**config.mk**
```make
export PLATFORM = sky130hd
export DESIGN_NAME = prog_session_ctrl
export DESIGN_NICKNAME = d
export VERILOG_FILES = /design/src/rtl/prog_session_ctrl.sv
export SDC_FILE = /design/constraint.sdc
export NUM_CORES = 1
export LEC_CHECK = 0
export CAP_MARGIN = 20
export CORE_ASPECT_RATIO = 1.5
export CORE_MARGIN = 2
export CORE_UTILIZATION = 45
export DETAILED_ROUTE_END_ITERATION = 12
export DONT_BUFFER_PORTS = 1
export PLACE_DENSITY = 0.64
export SYNTH_ARGS = -nofsm -noshare
export SYNTH_HDL_FRONTEND = slang
export SYNTH_SLANG_ARGS = --single-unit
```
**constraint.sdc**
```tcl
create_clock -name clk_i -period 2.7 [get_ports clk_i]
set_input_delay 0.27 -clock clk_i [delete_from_list [all_inputs] [get_ports clk_i]]
set_output_delay 0.27 -clock clk_i [all_outputs]
set_load 0.02 [all_outputs]
```
**src/rtl/prog_session_ctrl.sv**
```systemverilog
// Programming session controller: holds the CPU in reset while a
// UART programmer owns the shared memory write port.
module prog_session_ctrl #(
    parameter int unsigned HALT_CYCLES    = 16,
    parameter int unsigned IDLE_TIMEOUT   = 50_000_000,
    parameter int unsigned RELEASE_CYCLES = 16,
    parameter int unsigned MAX_WORDS      = 4096
) (
    input  logic        clk_i,
    input  logic        reset_ni,
    input  logic        prog_req_i,
    input  logic        prog_we_i,
    input  logic [31:0] prog_addr_i,
    input  logic [31:0] prog_data_i,
    input  logic        cpu_we_i,
    input  logic [31:0] cpu_addr_i,
    input  logic [31:0] cpu_data_i,
    output logic        mem_we_o,
    output logic [31:0] mem_addr_o,
    output logic [31:0] mem_data_o,
    output logic        prog_enable_o,
    output logic        prog_rst_no,
    output logic        cpu_rst_no,
    output logic        busy_o,
    output logic        done_o,
    output logic [15:0] word_count_o
);

    localparam logic [31:0] HALT_LAST = 32'(HALT_CYCLES - 1);
    localparam logic [31:0] IDLE_LAST = 32'(IDLE_TIMEOUT - 1);
    localparam logic [31:0] REL_LAST  = 32'(RELEASE_CYCLES - 1);
    localparam logic [31:0] MAX_W     = 32'(MAX_WORDS);

    typedef enum logic [1:0] {IDLE, HALT, PROGRAM, RELEASE} state_t;
    typedef enum logic [1:0] {SEL_NONE, SEL_CPU, SEL_PROG} sel_t;

    state_t      state;
    state_t      state_d;
    sel_t        sel;
    logic [31:0] cnt;
    logic        armed;
    logic        abort;
    logic        at_max;
    logic        wr_ok;

    assign at_max = 32'(word_count_o) >= MAX_W;
    assign wr_ok  = prog_we_i && !at_max;

    // Next-state selection from the registered state and inputs.
    always_comb begin
        state_d = state;
        unique case (state)
            IDLE: begin
                if (prog_req_i && armed) state_d = HALT;
            end
            HALT: begin
                if (cnt == HALT_LAST)
                    state_d = (abort || !prog_req_i) ? RELEASE : PROGRAM;
            end
            PROGRAM: begin
                if (!prog_req_i || at_max)
                    state_d = RELEASE;
                else if (word_count_o != 16'd0 && cnt == IDLE_LAST)
                    state_d = RELEASE;
            end
            RELEASE: begin
                if (cnt == REL_LAST) state_d = IDLE;
            end
        endcase
    end

    // State, counters and registered outputs decoded from the next state.
    always_ff @(posedge clk_i or negedge reset_ni) begin
        if (!reset_ni) begin
            state         <= IDLE;
            sel           <= SEL_NONE;
            cnt           <= '0;
            armed         <= 1'b1;
            abort         <= 1'b0;
            done_o        <= 1'b0;
            word_count_o  <= '0;
            cpu_rst_no    <= 1'b0;
            prog_rst_no   <= 1'b0;
            prog_enable_o <= 1'b0;
            busy_o        <= 1'b0;
        end else begin
            state  <= state_d;
            done_o <= (state == RELEASE) && (state_d == IDLE);
            unique case (state)
                IDLE: begin
                    cnt <= '0;
                    if (!prog_req_i) armed <= 1'b1;
                    if (state_d == HALT) begin
                        word_count_o <= '0;
                        abort        <= 1'b0;
                    end
                end
                HALT: begin
                    cnt <= (state_d != HALT) ? '0 : cnt + 32'd1;
                    if (!prog_req_i) abort <= 1'b1;
                end
                PROGRAM: begin
                    if (state_d != PROGRAM || prog_we_i)
                        cnt <= '0;
                    else if (cnt != IDLE_LAST)
                        cnt <= cnt + 32'd1;
                    if (wr_ok && word_count_o != 16'hFFFF)
                        word_count_o <= word_count_o + 16'd1;
                end
                RELEASE: begin
                    cnt <= (state_d != RELEASE) ? '0 : cnt + 32'd1;
                    if (state_d == IDLE) armed <= 1'b0;
                end
            endcase
            unique case (state_d)
                IDLE: begin
                    sel <= SEL_CPU;
                    {cpu_rst_no, prog_rst_no, prog_enable_o, busy_o} <= 4'b1100;
                end
                HALT: begin
                    sel <= SEL_NONE;
                    {cpu_rst_no, prog_rst_no, prog_enable_o, busy_o} <= 4'b0001;
                end
                PROGRAM: begin
                    sel <= SEL_PROG;
                    {cpu_rst_no, prog_rst_no, prog_enable_o, busy_o} <= 4'b0111;
                end
                RELEASE: begin
                    sel <= SEL_NONE;
                    {cpu_rst_no, prog_rst_no, prog_enable_o, busy_o} <= 4'b0101;
                end
            endcase
        end
    end

    // Memory port mux steered only by the registered owner select.
    always_comb begin
        mem_we_o   = 1'b0;
        mem_addr_o = '0;
        mem_data_o = '0;
        case (sel)
            SEL_CPU: begin
                mem_we_o   = cpu_we_i;
                mem_addr_o = cpu_addr_i;
                mem_data_o = cpu_data_i;
            end
            SEL_PROG: begin
                mem_we_o   = wr_ok;
                mem_addr_o = prog_addr_i;
                mem_data_o = prog_data_i;
            end
            default: ;
        endcase
    end

endmodule
```
# Yosys cells after proc, flatten, opt, wreduce, memory -nomap -nowiden
# Cells that the tools add are included.
totals:
  register_bits: 59
  inputBits: 133
  out_inout_bits: 86
  wordCells: 86
classes:
  addsub: 2
  magnitude_cmp: 1
  n_eq_ne: 21
  n_mux: 28
  reduce_logical: 23
op_table:
  columns: ["operator", "n"]
  rows:
  - ["two-way mux 32 bit", 4]
  - ["one-hot mux 32 bit (2 select lines)", 2]
  - ["one-hot mux 32 bit (4 select lines)", 1]
  - ["adder 32 x 1 -> 32 bit (second input constant)", 1]
  - ["== test 32 x 26 -> 1 bit (second input constant)", 1]
  - ["== test 32 x 4 -> 1 bit (second input constant)", 1]
  - ["two-way mux 16 bit", 2]
  - ["!= test 32 x 26 -> 1 bit (second input constant)", 1]
  - ["one-hot mux 16 bit (2 select lines)", 1]
  - ["adder 16 x 1 -> 16 bit (second input constant)", 1]
  - [">= comparator 16 x 13 -> 1 bit (second input constant)", 1]
  - ["!= test 16 bit (second input constant)", 1]
  - ["nonzero test 16 bit", 1]
  - ["one-hot mux 1 bit (2 select lines)", 7]
  - ["!= test 2 bit (second input constant)", 6]
  - ["== test 2 bit (second input constant)", 5]
  - ["two-way mux 2 bit", 5]
  - ["AND reduction 3 bit", 3]
  - ["OR reduction 3 bit", 3]
  - ["one-hot mux 2 bit (4 select lines)", 1]
  - ["== test 2 x 1 -> 1 bit (second input constant)", 3]
  - ["one-hot mux 2 bit (3 select lines)", 1]
  - ["nonzero test 2 bit", 3]
  - ["logical AND 1 bit", 5]
  - ["other kinds (7)", 15]

# Depth between registers and ports, before layout
# Gate-level depths: netlist of the first run.
depth:
  depth_word: 9
  ltp_mapped: 9
  ltp_nobuf: 8

# Worst setup path before layout of the first run
# No wires, ideal clock.
synth_timing:
  path_type: "reg-to-reg"
  startpoint: "reg word_count_o[15]"
  endpoint: "reg word_count_o[10]"
  setup_time_ps: 77
  t_arrival_ps: 1983
  required_time_ps: 2623
  setup_slack_ps: 639
  path_stages_with_launch: 7
  n_path_buf: 1
  period_less_slack_ps: 2061
  cell_sequence: "dfrtp_1 -> nor4_4 -> a31oi_2 -> or3_1 -> clkbuf_2 -> or3_1 -> a21oi_1"
synth_between:
  elab_chain_cells: 8
  elab_cells_between_ends: 15
  classes_between: "order compare: 1; eq/ne: 4; mux: 3; reduce/logical: 7"
synth_lines:
  columns: ["item", "line_no", "rtl"]
  rows:
  - ["start, declared", "26", "output logic [15:0] word_count_o"]
  - ["start signal, assigned", "108", "word_count_o <= word_count_o + 16'd1;"]
  - ["parallel branches: the longest is 7 deep, another holds >= comparator 16 x 13 -> 1 bit", null, null]
  - ["AND reduction 3 bit (no line) *", null, null]
# Every way passes the cells marked *.
# A chain may end at the register's enable or synchronous reset.

==> impl_metrics.ini, run 1 <==
[run_status]
status = complete, no violations

[detailed_routing]
drtIter0Drc = 183
wl_per_cell_um = 22.7
drtAntennaViolNets = 0
via_per_inst = 6.29
drt-total-wl_mm = 13.1
drc = 0
via_count = 3621
firstDrtPassIters = 4

[synthesis]
synthArstFlopShare = 1.00
synthAdderAreaFrac = 0.0166
synth_area_leader_cell = dfrtp_1
yosysWarningCount = 0
synth_xor_area_frac = 0.0698
synth_top_family_by_area = simple AND/OR/NAND/NOR gates
synthMuxAreaShare = 0.00299
syn_avg_cell_area_um2 = 8.01
synth_fp_nets = 608
syn_area_um2 = 3770
synth-compound-area-share = 0.190
synth_area_leaders = dfrtp_1 37%, a22oi_1 13%, nor2_1 11%
synth_cell_types = 46
synth_edf_count = 0
synth-simple-area-share = 0.299
synth_top_area_frac = 0.372
seq_area_frac_synth = 0.379
synthTopCellsByCount = 113 x nor2_1, 64 x a22oi_1, 56 x dfrtp_1, 32 x nand2_1, 23 x nand3_1
synthCells = 470
synth_seq_cells = 57
synth_flop_cell = dfrtp_1
yosys.cell_count.top_type = nor2_1

[sta]
rsz0062_at_grt = false
tns_ns = 0
setup_viol = 0
slew_headroom = 0.465
tightestPinTransition_ns = 0.802
clock.fmax_mhz = 407
timing.final.max_slew_violations = 0
fin_crit_sh = 0.910
finalCriticalPeriod_ns = 2.46
fin_worst_skew_ns = 0.00906
hold_viol = 0
fin_hold_ws_ns = 0.112

[setup_path]
r2r_cells = 8
end_kind = primary output
worst-path-buf-inv = 2
critPathArrivalTime_ns = 2.19
rrSetupSlack_ns = 0.39
reg2reg_from = word_count_o[0]
r2r_end = cnt[3]
crit_required_ns = 2.43
max_stage_delay_ns = 0.86
crit_path_end = mem_data_o[9]
path_depth = 4
cp_max_fo = 51
crit_path_start_kind = register
crit_chain = inv_1, ha_2, buf_4, nor2_1
path_delay_family = adder cells
cpMaxStageDelayCell = ha_2
crit_path_start = prog_enable_o
crit_type = register to primary output

[power]
irDropWorstVdd_v = 0.000488
leakagePower_nw = 1.55
power.density_nw_per_um2 = 571

[floorplan]
num_rows = 40
die_x_um = 78.7
initial_core_util = 0.467
io_pins = 219
core_um2 = 8060
die_h_um = 116
dieArea_um2 = 9130

[clock_network]
htreeDepth = 3
insertion_delay_ns = 0.33
cts_sinks = 57
cts_buffers = 9
clk_path_buf_depth = 2
root_buffer = clkbuf_16
cts_tree = done
path_clk_slew_ns = 0.05

[global_routing]
overflow = 0
grt_max_degree = 66
grt_pass1_vias = 3129
grt_pass1_wl_mm = 17.9
antenna_found_initial = 11
grt_use_total = 0.275

[cells_and_area]
n_fill_cell = 749
layout.nets = 596
syn_to_final_growth_pct = 11.6
drive_above_1_share = 0.0736

[worst_hold_path]
hp-class = primary input to register

[place]
placement.io_buffers = 0
dp_hpwl_mm = 10.5
place_congestion = 1.01

[run]
maxCapViolCount = 0
## final cells by class
cell class | count | area (µm²) | share of cell area
Tap cell | 105 | 131 | 0.0313
Multi-Input combinational cell | 374 | 2190 | 0.520
Sequential cell | 57 | 1430 | 0.340
Clock inverter | 3 | 40.0 | 0.00953
Inverter | 8 | 30.0 | 0.00715
Clock buffer | 12 | 256 | 0.0610
Antenna cell | 9 | 22.5 | 0.00536
Timing Repair Buffer | 8 | 108 | 0.0256
## state kept, by name (all words and copies together), names as in the netlist
name	flops
prog_enable_o	1
abort	1
state	2
prog_rst_no	1
cnt	32
armed	1
sel	1
done_o	1
word_count_o	16
busy_o	1
## layer usage
metal  track usage  vias to the layer above  share of wire
met2         0.426                      186           0.46
li1              -                     1668              -
met1         0.344                     1748           0.41
met3         0.139                       13           0.12
met5             0                        -         0.0035
met4        0.0667                        6         0.0091
## worst min-delay path by stage
stage	from	endpoint	slack, ns	depth (start not counted)
detailed placement	reset_ni	cnt[29]	-0.02	0
finish	prog_req_i	armed	0.11	3
global placement	reset_ni	cnt[29]	-0.02	0
global route	prog_req_i	armed	0.13	3
CTS	prog_req_i	armed	0.11	3
floorplan	reset_ni	abort	-0.03	0
## placed cells by master, fill, tap and decap left out, drive strengths merged, types with 2 or more instances in the layout
master | netlist | routed
a31oi | 3 | 3
a21oi | 16 | 16
ha | 5 | 5
xor2 | 21 | 21
nand3 | 24 | 24
or2 | 3 | 3
dfrtp | 56 | 56
nor3 | 9 | 9
nand4b | 2 | 2
nor4b | 2 | 2
and4 | 5 | 5
buf | 18 | 7
nor2 | 113 | 113
nand4 | 9 | 9
nand2 | 32 | 32
and3 | 5 | 5
diode | 0 | 9
xnor2 | 9 | 9
nor4 | 11 | 11
clkinv | 0 | 2
a22oi | 64 | 64
or3 | 11 | 11
inv | 8 | 8
clkbuf | 13 | 12
o21ai | 16 | 16
## kinds of logic (layout without fill, tap and decap cells)
| group | Yosys count | in the layout |
|---|---|---|
| adder cells (fa/ha/maj) | 5 | 5 |
| flip-flops | 57 | 57 |
| buffers and inverters | 39 | 31 |
| AO/OA/AOI/OAI | 105 | 105 |
| multiplexers | 1 | 1 |
| other | 0 | 9 |
| XOR/XNOR | 30 | 30 |
| AND/OR/NAND/NOR | 233 | 233 |
## repair_timing
action	in CTS	in global routing
buffers inserted	0	0
resized for setup	0	0
hold buffers	2	0
endpoints found under the hold margin	57	0
## tightest hold or removal path, cell delays in order
cell and delay [ns]:
nor2_1 0.02, nor2_1 0.06, o21ai_0 0.07
## power by group
| group | switching (mW) | total, mW | internal (mW) |
|---|---|---|---|
| clock network | 0.379 | 1.13 | 0.754 |
| registers | 0.0791 | 0.988 | 0.909 |
| logic | 0.168 | 0.276 | 0.108 |
| total | 0.626 | 2.40 | 1.77 |
## through the flow
stage	power [mW]	std cells	instance area [µm²]	util	worst slack, ns
detailed placement	1.25	550	3840	0.477	0.391
global route	2.49	567	4180	0.519	0.103
CTS	2.41	567	4180	0.519	0.229
finish	2.40	576	4200	0.521	0.244
global placement	1.24	550	3840	0.477	0.450
floorplan	1.18	470	3770	-	0.639
Note: power is estimated with default switching activity, not from simulation.
==> inputs of run 2 (changes only) <==
CORE_MARGIN = default   (was 2)
CORE_UTILIZATION = 40   (was 45)
PLACE_DENSITY = 0.58   (was 0.64)
==> run 2 against run 1 <==
- first-iteration DRC count up 34%
- final cell count grew 1.2%
- total power decreased by 0.25%
- hold slack lost 0.0097 ns
- combinational power rose by 9.8%
- design area increased by 0.98%
- clock skew fell by 0.00093 ns
- register-to-register slack lost 0.08 ns
- die area increased by 7.5%
- critical endpoint is now busy_o
- non-clock buffer count is 6 higher
==> impl_metrics.ini, run 2 (same netlist as run 1, synthesis figures left out) <==
[sta]
fin_hold_ws_ns = 0.102
hold_viol = 0
timing.final.max_slew_violations = 0
setup_viol = 0
tns_ns = 0
tightestPinTransition_ns = 0.711
slew_headroom = 0.522
fin_crit_sh = 0.885
finalCriticalPeriod_ns = 2.39
fin_worst_skew_ns = 0.00813
clock.fmax_mhz = 419
rsz0062_at_grt = false

[detailed_routing]
via_per_inst = 6.27
firstDrtPassIters = 5
drtIter0Drc = 246
via_count = 3654
wl_per_cell_um = 23.1
drc = 0
drt-total-wl_mm = 13.4
drtAntennaViolNets = 0

[power]
irDropWorstVdd_v = 0.000440
power.density_nw_per_um2 = 564
finalPower_mw = 2.39
leakagePower_nw = 1.57

[floorplan]
dieArea_um2 = 9820
core_um2 = 9200
initial_core_util = 0.409
die_h_um = 121
io_pins = 219
num_rows = 43
die_x_um = 81.2

[place]
dp.cells = 563
placement.io_buffers = 0
dp_hpwl_mm = 10.6
place_congestion = 0.895

[global_routing]
busiest_layer = met2
met1_usage = 0.321
grt_pass1_vias = 3150
grt_use_total = 0.275
grt_max_degree = 66
grt_pass1_wl_mm = 18.4
overflow = 0
antenna_found_initial = 3
gr-usage-met3 = 0.114
grt_use_met2 = 0.431

[cells_and_area]
final_cell_mix = 113 x nor2_1, 64 x a22oi_1, 56 x dfrtp_1
postLayoutCoreUtil = 0.461
n_fill_cell = 916
layout.nets = 602
reg_top3 = cnt x32, word_count_o x16, state x2
syn_to_final_growth_pct = 12.7
instances_no_fill = 583
multi_input_area_um2 = 2190
drive_above_1_share = 0.0853
final_common_cell = nor2_1
seq_area_um2 = 1430
largest_reg_flops = 32
top_register = cnt

[setup_path]
crit_path_start_kind = register
crit_chain = nor4_1, nand4_1, nor3_1, nand2_1, xnor2_1, inv_1, or2_2
path_delay_family = simple AND/OR/NAND/NOR gates
max_stage_delay_ns = 0.46
reg2reg_from = cnt[27]
cp_max_fo = 5
crit_path_start = cnt[27]
end_kind = register
worst-path-buf-inv = 1
crit_required_ns = 2.92
crit_type = register to register
cpMaxStageDelayCell = nor4_1
critPathArrivalTime_ns = 2.60

[clock_network]
htreeDepth = 3
cts_tree = done
insertion_delay_ns = 0.34
cts_resized = 0
cts_buffers = 9
cts_sinks = 57
path_clk_slew_ns = 0.05
clk_path_buf_depth = 2
root_buffer = clkbuf_16

[worst_hold_path]
hp-class = primary input to register
min_from = prog_req_i

[run_status]
status = complete, no violations

[run]
maxCapViolCount = 0
[run 2: cell count changes in the layout (fill, tap and decap cells not counted), sizes merged]
cell      previous run  this run
diode                9         2
buf                  7        13
clkbuf              12        11
clkinv               2         3
clkinvlp             0         1
[run 2: final cells by class]
cell class,instances,share of cell area
repair buffers,14,0.0389
inverters,8,0.00708
diodes,2,0.00118
flip-flops and latches,57,0.336
clock buffers,11,0.0549
multi-input cells,374,0.515
clock inverters,5,0.0133
well taps,112,0.0330
[run 2: layer usage]
metal / share of wire / routed length, µm
met3: 0.12 / 1620
met5: 0.00097 / 13
met2: 0.47 / 6350
met1: 0.37 / 5020
met4: 0.033 / 442
[run 2: power by group]
part           internal (mW)  total (mW)  switching [mW]
Clock                  0.711        1.10           0.388
Sequential             0.909       0.991          0.0814
Combinational          0.122       0.303           0.181
[run 2: path summary, 6_finish.rpt]
| kind | endpoint | slack, ns | cells after the start |
|---|---|---|---|
| max | busy_o | 0.31 | 7 |
| min | armed | 0.10 | 3 |
| max reg2reg | busy_o | 0.31 | 7 |
| min reg2reg | armed | 0.53 | 2 |
| max in group asynchronous | armed | 1.95 | 2 |
| min in group asynchronous | cnt[25] | 0.47 | 2 |
[run 2: metrics by stage]
| stage | area, µm² | setup WS [ns] |
|---|---|---|
| floorplan | 3770 | 0.639 |
| global placement | 3910 | 0.327 |
| detailed placement | 3910 | 0.400 |
| CTS | 4240 | 0.380 |
| global route | 4240 | 0.177 |
| finish | 4240 | 0.312 |
[run 2: what timing repair did]
action                    4_1_cts  5_1_grt
setup buffers                   0        0
hold buffers                    2        0
hold endpoints to repair       57        0
[run 2: worst min-delay path, delay by kind of cell]
family,cells,cell delay (ns)
AO/OA/AOI/OAI,1,0.07
AND/OR/NAND/NOR,2,0.08
